--- src/rtl/fsm_iris_pkg.sv ---
// -----------------------------------------------------------------------------
// fsm_iris_pkg
// Shared definitions for the serializer front end and the downstream sequence
// detector.
//   ST_IDLE / ST_SHIFT : serializer state encoding
//   IRIS_WORD_W        : default word width, also used by the detector bench
// -----------------------------------------------------------------------------
package fsm_iris_pkg;

    localparam logic ST_IDLE  = 1'b0;
    localparam logic ST_SHIFT = 1'b1;

    localparam int IRIS_WORD_W = 8;

endpackage : fsm_iris_pkg

--- src/rtl/fsm_bit_serializer.sv ---
// -----------------------------------------------------------------------------
// fsm_bit_serializer
// Parallel-to-serial front end. Accepted WIDTH-bit words pass through a
// one-entry holding register into a shifter, which emits one bit per enabled
// step on ser_bit (the detector's `in` input). A full holding register lets
// the next word chain onto the current one with no idle gap.
//
// Ports
//   clk         rising-edge clock
//   reset       asynchronous, active-low reset
//   load_data   word to serialize
//   load_valid  load_data valid this cycle
//   load_ready  holding register empty (registered, = !hold_full)
//   shift_en    step enable; shifter freezes while low
//   ser_bit     serial bit, IDLE_BIT when nothing is being shifted
//   ser_valid   high while ser_bit carries word data
//   frame_done  one-cycle pulse after the last bit of a word retires
// -----------------------------------------------------------------------------
module fsm_bit_serializer
    import fsm_iris_pkg::*;
#(
    parameter int WIDTH     = IRIS_WORD_W,
    parameter bit MSB_FIRST = 1'b1,
    parameter bit IDLE_BIT  = 1'b0
) (
    input  logic             clk,
    input  logic             reset,
    input  logic [WIDTH-1:0] load_data,
    input  logic             load_valid,
    output logic             load_ready,
    input  logic             shift_en,
    output logic             ser_bit,
    output logic             ser_valid,
    output logic             frame_done
);

    localparam int             CNT_W    = $clog2(WIDTH);
    localparam logic [CNT_W-1:0] LAST_CNT = CNT_W'(WIDTH - 1);

    logic             state;
    logic             state_next;
    logic [WIDTH-1:0] shreg;
    logic [CNT_W-1:0] bit_cnt;
    logic [WIDTH-1:0] hold;
    logic             hold_full;

    logic accept;
    logic last_step;
    logic transfer;
    logic advance;
    logic cur_bit;

    // Step qualifiers shared by the next-state logic and the datapath.
    assign accept    = load_valid && !hold_full;
    assign last_step = (state == ST_SHIFT) && shift_en && (bit_cnt == LAST_CNT);
    assign advance   = (state == ST_SHIFT) && shift_en && (bit_cnt != LAST_CNT);
    // IDLE pickup ignores shift_en; the chained pickup rides the last step.
    assign transfer  = hold_full && ((state == ST_IDLE) || last_step);

    assign load_ready = !hold_full;
    assign cur_bit    = MSB_FIRST ? shreg[WIDTH-1] : shreg[0];

    // ---------------------------------------------------------------- state reg
    // NOTE: sequential state uses non-blocking assignments so every register
    // samples the pre-edge values, independent of statement order.
    always_ff @(posedge clk or negedge reset) begin
        if (!reset) begin
            state <= ST_IDLE;
        end else begin
            state <= state_next;
        end
    end

    // --------------------------------------------------------------- next state
    // NOTE: assigning a default first keeps every path covered, so no latch
    // is inferred for state_next.
    always_comb begin
        state_next = state;
        case (state)
            ST_IDLE:  if (hold_full) state_next = ST_SHIFT;
            ST_SHIFT: if (last_step && !hold_full) state_next = ST_IDLE;
            default:  state_next = ST_IDLE;
        endcase
    end

    // ------------------------------------------------------------------ outputs
    always_comb begin
        ser_valid = (state == ST_SHIFT);
        ser_bit   = ser_valid ? cur_bit : IDLE_BIT;
    end

    // --------------------------------------------------- shifter / counter / done
    always_ff @(posedge clk or negedge reset) begin
        if (!reset) begin
            shreg      <= '0;
            bit_cnt    <= '0;
            hold_full  <= 1'b0;
            frame_done <= 1'b0;
        end else begin
            frame_done <= last_step;

            if (transfer) begin
                shreg     <= hold;
                bit_cnt   <= '0;
                hold_full <= 1'b0;
            end else if (advance) begin
                shreg   <= MSB_FIRST ? {shreg[WIDTH-2:0], 1'b0}
                                     : {1'b0, shreg[WIDTH-1:1]};
                bit_cnt <= bit_cnt + CNT_W'(1);
            end

            // Accept needs an empty hold and transfer needs a full one, so the
            // two never touch hold_full on the same edge.
            if (accept) begin
                hold_full <= 1'b1;
            end
        end
    end

    // NOTE: the holding data register has no reset; hold_full alone says
    // whether its contents mean anything, so clearing the data buys nothing.
    always_ff @(posedge clk) begin
        if (accept) begin
            hold <= load_data;
        end
    end

endmodule : fsm_bit_serializer

--- config.mk ---
export PLATFORM = sky130hd
export DESIGN_NAME = fsm_bit_serializer
export DESIGN_NICKNAME = d
export VERILOG_FILES = /design/src/rtl/fsm_iris_pkg.sv /design/src/rtl/fsm_bit_serializer.sv
export SDC_FILE = /design/constraint.sdc
export NUM_CORES = 1
export LEC_CHECK = 0
export BUFFER_PORTS_ARGS = -buffer_cell sky130_fd_sc_hd__buf_2
export CORE_AREA = 8 8 62 77
export CTS_CLUSTER_DIAMETER = 30
export DETAILED_ROUTE_END_ITERATION = 10
export DIE_AREA = 0 0 70 85
export PLACE_DENSITY = 0.49
export SKIP_CTS_REPAIR_TIMING = 1
export SYNTH_ARGS = -nofsm -noshare
export SYNTH_HDL_FRONTEND = slang
export SYNTH_SLANG_ARGS = --single-unit
--- constraint.sdc ---
create_clock -name clk -period 1.35 [get_ports clk]
set_input_delay 0.0675 -clock clk [delete_from_list [all_inputs] [get_ports clk]]
set_output_delay 0.0675 -clock clk [all_outputs]
set_load 0.1 [all_outputs]
; Word level (Yosys, flattened, before mapping)
; Index checks and enable logic that the tools add are counted.
; Widths: inputs -> output; s select.
[word_totals]
regBits = 22
input_bits = 12
out_inout_bits = 4
wordCells = 30
[classes]
add_sub_neg = 1
n_eq_ne = 2
muxes = 10
bitwise = 1
reduce_logical = 10
[ops]
columns = operator, n
row1 = $mux 8, 2
row2 = $logic_and 1x1->1, 6
row3 = $mux 3, 2
row4 = $mux 1, 5
row5 = $reduce_bool 2->1, 2
row6 = $add 3x1->3 const B, 1
row7 = $eq 3x3->1 const B, 1
row8 = $ne 3x3->1 const B, 1
row9 = $pmux 1 s2, 1
row10 = $logic_not 1->1, 1
row11 = $logic_or 1x1->1, 1
row12 = $not 1->1, 1

; Logic depth before layout (Yosys ltp)
[depth]
word_depth = 6
depth_mapped = 6
depth_no_buf = 5

; Worst setup path after synthesis
; OpenSTA, ideal clock, no wires.
[synth_timing]
kind = register -> output
startpoint = register state, in the netlist ser_valid
endpoint = output port ser_bit
t_arrival_ns = 2.479
required_time_ns = 1.283
setup_slack_ns = -1.197
path_stages_with_launch = 3
path_buffers = 0
cell_sequence = dfrtp_1 -> inv_1 -> nor2_1
[synth_via]
elab_chain_len = 1
[synth_lines]
columns = element, line_no
row1 = "start, declared", fsm_bit_serializer.sv:40  ; logic state;
row2 = "start signal, assigned", fsm_bit_serializer.sv:70  ; state <= state_next;
row3 = $mux 1, fsm_bit_serializer.sv:89  ; ser_bit = ser_valid ? cur_bit : IDLE_BIT;
row4 = "end, declared", fsm_bit_serializer.sv:32  ; output logic ser_bit,
; Every way passes these cells.

; Final worst setup path
[layout_timing]
startpoint = register bit_cnt[1]
endpoint = register bit_cnt[0]
[layout_via]
elab_chain_len = 5
elab_cells_between_ends = 8
cone_classes = eq/ne (2) / mux (1) / reduce/logical (5)
[layout_lines]
columns = element, line_no
row1 = "start, declared", fsm_bit_serializer.sv:43  ; logic [CNT_W-1:0] bit_cnt;
row2 = "start signal, assigned", fsm_bit_serializer.sv:109  ; bit_cnt <= bit_cnt + CNT_W'(1);
row3 = $eq 3x3->1, fsm_bit_serializer.sv:55  ; assign last_step = (state == ST_SHIFT) && shift_en && (bit_cnt == LAST_CNT);
row4 = $logic_and 1x1->1, fsm_bit_serializer.sv:55
row5 = $logic_or 1x1->1, fsm_bit_serializer.sv:58  ; assign transfer = hold_full && ((state == ST_IDLE) || last_step);
row6 = $logic_and 1x1->1, fsm_bit_serializer.sv:58
row7 = $mux 3 or $reduce_bool 2->1 (tied branches), -
; Several ways; a longest one is shown, not always the timed one.
; A chain may end at the register's enable or synchronous reset.

==> results.md <==
* Router iterations before antenna repair at 2
* CTS Buffer Depth at 2
* GRT Total Usage at 0.0581
* Io pins at 16
* Worst Setup Path Type: reg2reg
* DRT antenna net count at 0
* Mapped Cells at 76
* Pre-CTS setup slack at -0.134 ns
* Seq/Total Area, Yosys at 0.618
* Rows at 25
* Vias in the first global route at 609
* Initial DRC count at 9
* Antenna cells at 0
* Largest net degree at the start of global routing at 15
* Crit path launch type: flop
* Total gr overflow at 0
* Die width at about 70 µm
* Status: finished, violations left
* Routed WL at between 1.5 and 2 mm
* Via count at 637
* Critical path capture point type: flop
* Slew @ Worst Pin at between 0.4 and 0.5 ns
* Placed cell count at around 140
* Via density at 4.25
* Clock skew at just over 0.006 ns
* Failing checks: setup timing
* H-tree Lvls at 1
* Syn. warnings at 0
* Nets at approximately 130
* FILL cells at ~350
* Die area at just under 6000 µm²
* Post-DP HPWL at around 1.3 mm
* Final setup fails at 11
* Lkg Pwr at roughly 0.63 nW
* Crit path required time at 1.50 ns
* Post-route non-filler standard cell count at 150
* Crit path max fanout at 4
* RSZ-0062 raised after global routing: true
* Syn Std Cell Area at 956 µm²
* Die height at roughly 85 µm
* Max frequency at just under 0.7 GHz
* Register area at slightly below 600 µm²
* Syn_area_per_cell at about 13 µm²
* First-pass GRT wire length at 2.81 mm
* Fin worst setup slack at -0.103 ns
* Max_slew headroom at 0.678
* Hold Fails Final Rpt at 0
* Initial core utilization at 0.263
* Worst-Skew Late Latency at around 0.26 ns
* Peak VDD IR at roughly 1.2 mV
* CTS buffer count at 3
* Multi-input gate area at about 370 µm²
* CTS tree: yes
* Placer Congestion at between 0.7 and 0.8
* Worst Hold Class: in2reg
* WP data arrival at roughly 1.6 ns
* Final Max Slew Viols at 0
* Synth Net Count at 90
* Antenna violations before repair at 0
* Layout area overhead at 45.0%
* DR WL/cell at ~12 µm
* Min Tclk post-route at roughly 1.5 ns
* Tcrit/Tclk final at 1.08
* Clock sinks at 22
* FF+latch count, synth at 22
* Placeable Area at approximately 3600 µm²
* PortBufs at 15
* Max-cap violations at 0
* CTS Root Cell: clkbuf_8
* Share of layout cells above drive strength 1 at 0.491
* DRC at 0
* Cell Pwr Density at approximately 1800 nW/µm²
* Clock transition at path regs at 0.07 ns
* Unique masters post-synth at 20
-- synthesized netlist by cell type --
| cell type | number | area (µm²) |
|---|---|---|
| inv_1 | 17 | 63.8 |
| dfrtp_1 | 14 | 350 |
| nor2_1 | 13 | 48.8 |
| edfxtp_1 | 8 | 240 |
| a221oi_2 | 5 | 75.1 |
| mux2i_1 | 3 | 30.0 |
| a221oi_1 | 2 | 17.5 |
| ha_1 | 2 | 25.0 |
| a21boi_2 | 1 | 11.3 |
| and2b_2 | 1 | 8.76 |
| and3_2 | 1 | 7.51 |
| buf_4 | 1 | 7.51 |
| buf_6 | 1 | 11.3 |
| nand2_1 | 1 | 3.75 |
| nand3b_1 | 1 | 7.51 |
| nor2_2 | 1 | 6.26 |
| nor2b_1 | 1 | 6.26 |
| o22ai_4 | 1 | 20.0 |
| or2_2 | 1 | 6.26 |
| xor2_1 | 1 | 8.76 |
-- cell type report --
class | count | area share
clock buffers | 3 | 0.0298
clock inverters | 1 | 0.00271
inverters | 17 | 0.0487
multi-input cells | 36 | 0.266
flip-flops and latches | 22 | 0.430
well taps | 40 | 0.0361
repair buffers | 31 | 0.187
-- power breakdown --
group          switching, mW  leakage (nW)  internal, mW
clock network          0.200        0.0231         0.203
registers              0.124         0.230         0.887
logic                  0.604         0.373         0.472
-- metal layers --
metal / GRT usage / routed length (µm) / vias up
li1: - / - / 318
met1: 0.0682 / 824 / 308
met2: 0.0891 / 930 / 9
met3: 0.0175 / 65 / 2
met4: 0.0385 / 27 / 0
met5: 0 / 0 / -
-- kinds of logic after synthesis --
| kind of cell | after synthesis | synth area share |
|---|---|---|
| muxes | 3 | 0.0314 |
| DFF | 22 | 0.618 |
| xor gates and xnor gates | 1 | 0.00916 |
| adders and majority gates | 2 | 0.0262 |
| buffers and inverters | 19 | 0.0864 |
| and+or+nand+nor | 20 | 0.0995 |
| AOI/OAI and AO/OA | 9 | 0.130 |
-- stage by stage --
step | utilization | TNS [ns] | hold slack [ns] | power [mW] | area, µm²
floorplan | - | -1.22 | -0.228 | 1.65 | 980
global route | 0.382 | -1.62 | 0.0605 | 2.62 | 1390
detailed placement | 0.322 | -1.00 | -0.0155 | 1.94 | 1170
finish | 0.382 | -0.897 | 0.0390 | 2.49 | 1390
CTS | 0.334 | -1.25 | -0.296 | 2.34 | 1210
global placement | 0.322 | -0.751 | -0.00898 | 1.92 | 1170
-- path summary, 6_finish.rpt --
check,from,endpoint,slack (ns),depth (start not counted)
min in group asynchronous,reset,shreg[3],0.24,2
worst min register to register,hold[0],shreg[0],0.52,2
max in group asynchronous,reset,ser_valid,0.83,2
worst min-delay path,load_valid,hold_full,0.04,3
worst max register to register,bit_cnt[1],bit_cnt[0],-0.10,6
worst max-delay path,bit_cnt[1],bit_cnt[0],-0.10,6
-- worst max-delay path: stages, from the launching register on --
cell and delay (ns):
dfrtp_1 0.39, ha_2 0.20, ha_4 0.17, nand3b_1 0.22, buf_6 0.17, xor2_1 0.13, nor2_1 0.06
-- registers in the layout, summed over array words and instances, names as in the netlist --
name	flops
hold	8
shreg	8
bit_cnt	3
frame_done	1
hold_full	1
ser_valid	1
-- cells in the final DEF (no fill, tap or decap), types with 2 or more instances in the layout --
cell type | synthesis | final
a221oi_2 | 5 | 7
buf_12 | 0 | 2
buf_2 | 0 | 13
buf_4 | 1 | 4
buf_6 | 1 | 3
clkbuf_8 | 0 | 3
dfrtp_1 | 14 | 12
dlygate4sd3_1 | 0 | 9
edfxtp_1 | 8 | 8
inv_1 | 17 | 16
mux2i_1 | 3 | 3
nor2_1 | 13 | 4
nor2_2 | 1 | 7
nor2_4 | 0 | 4
Note: power is estimated with default switching activity, not from simulation.
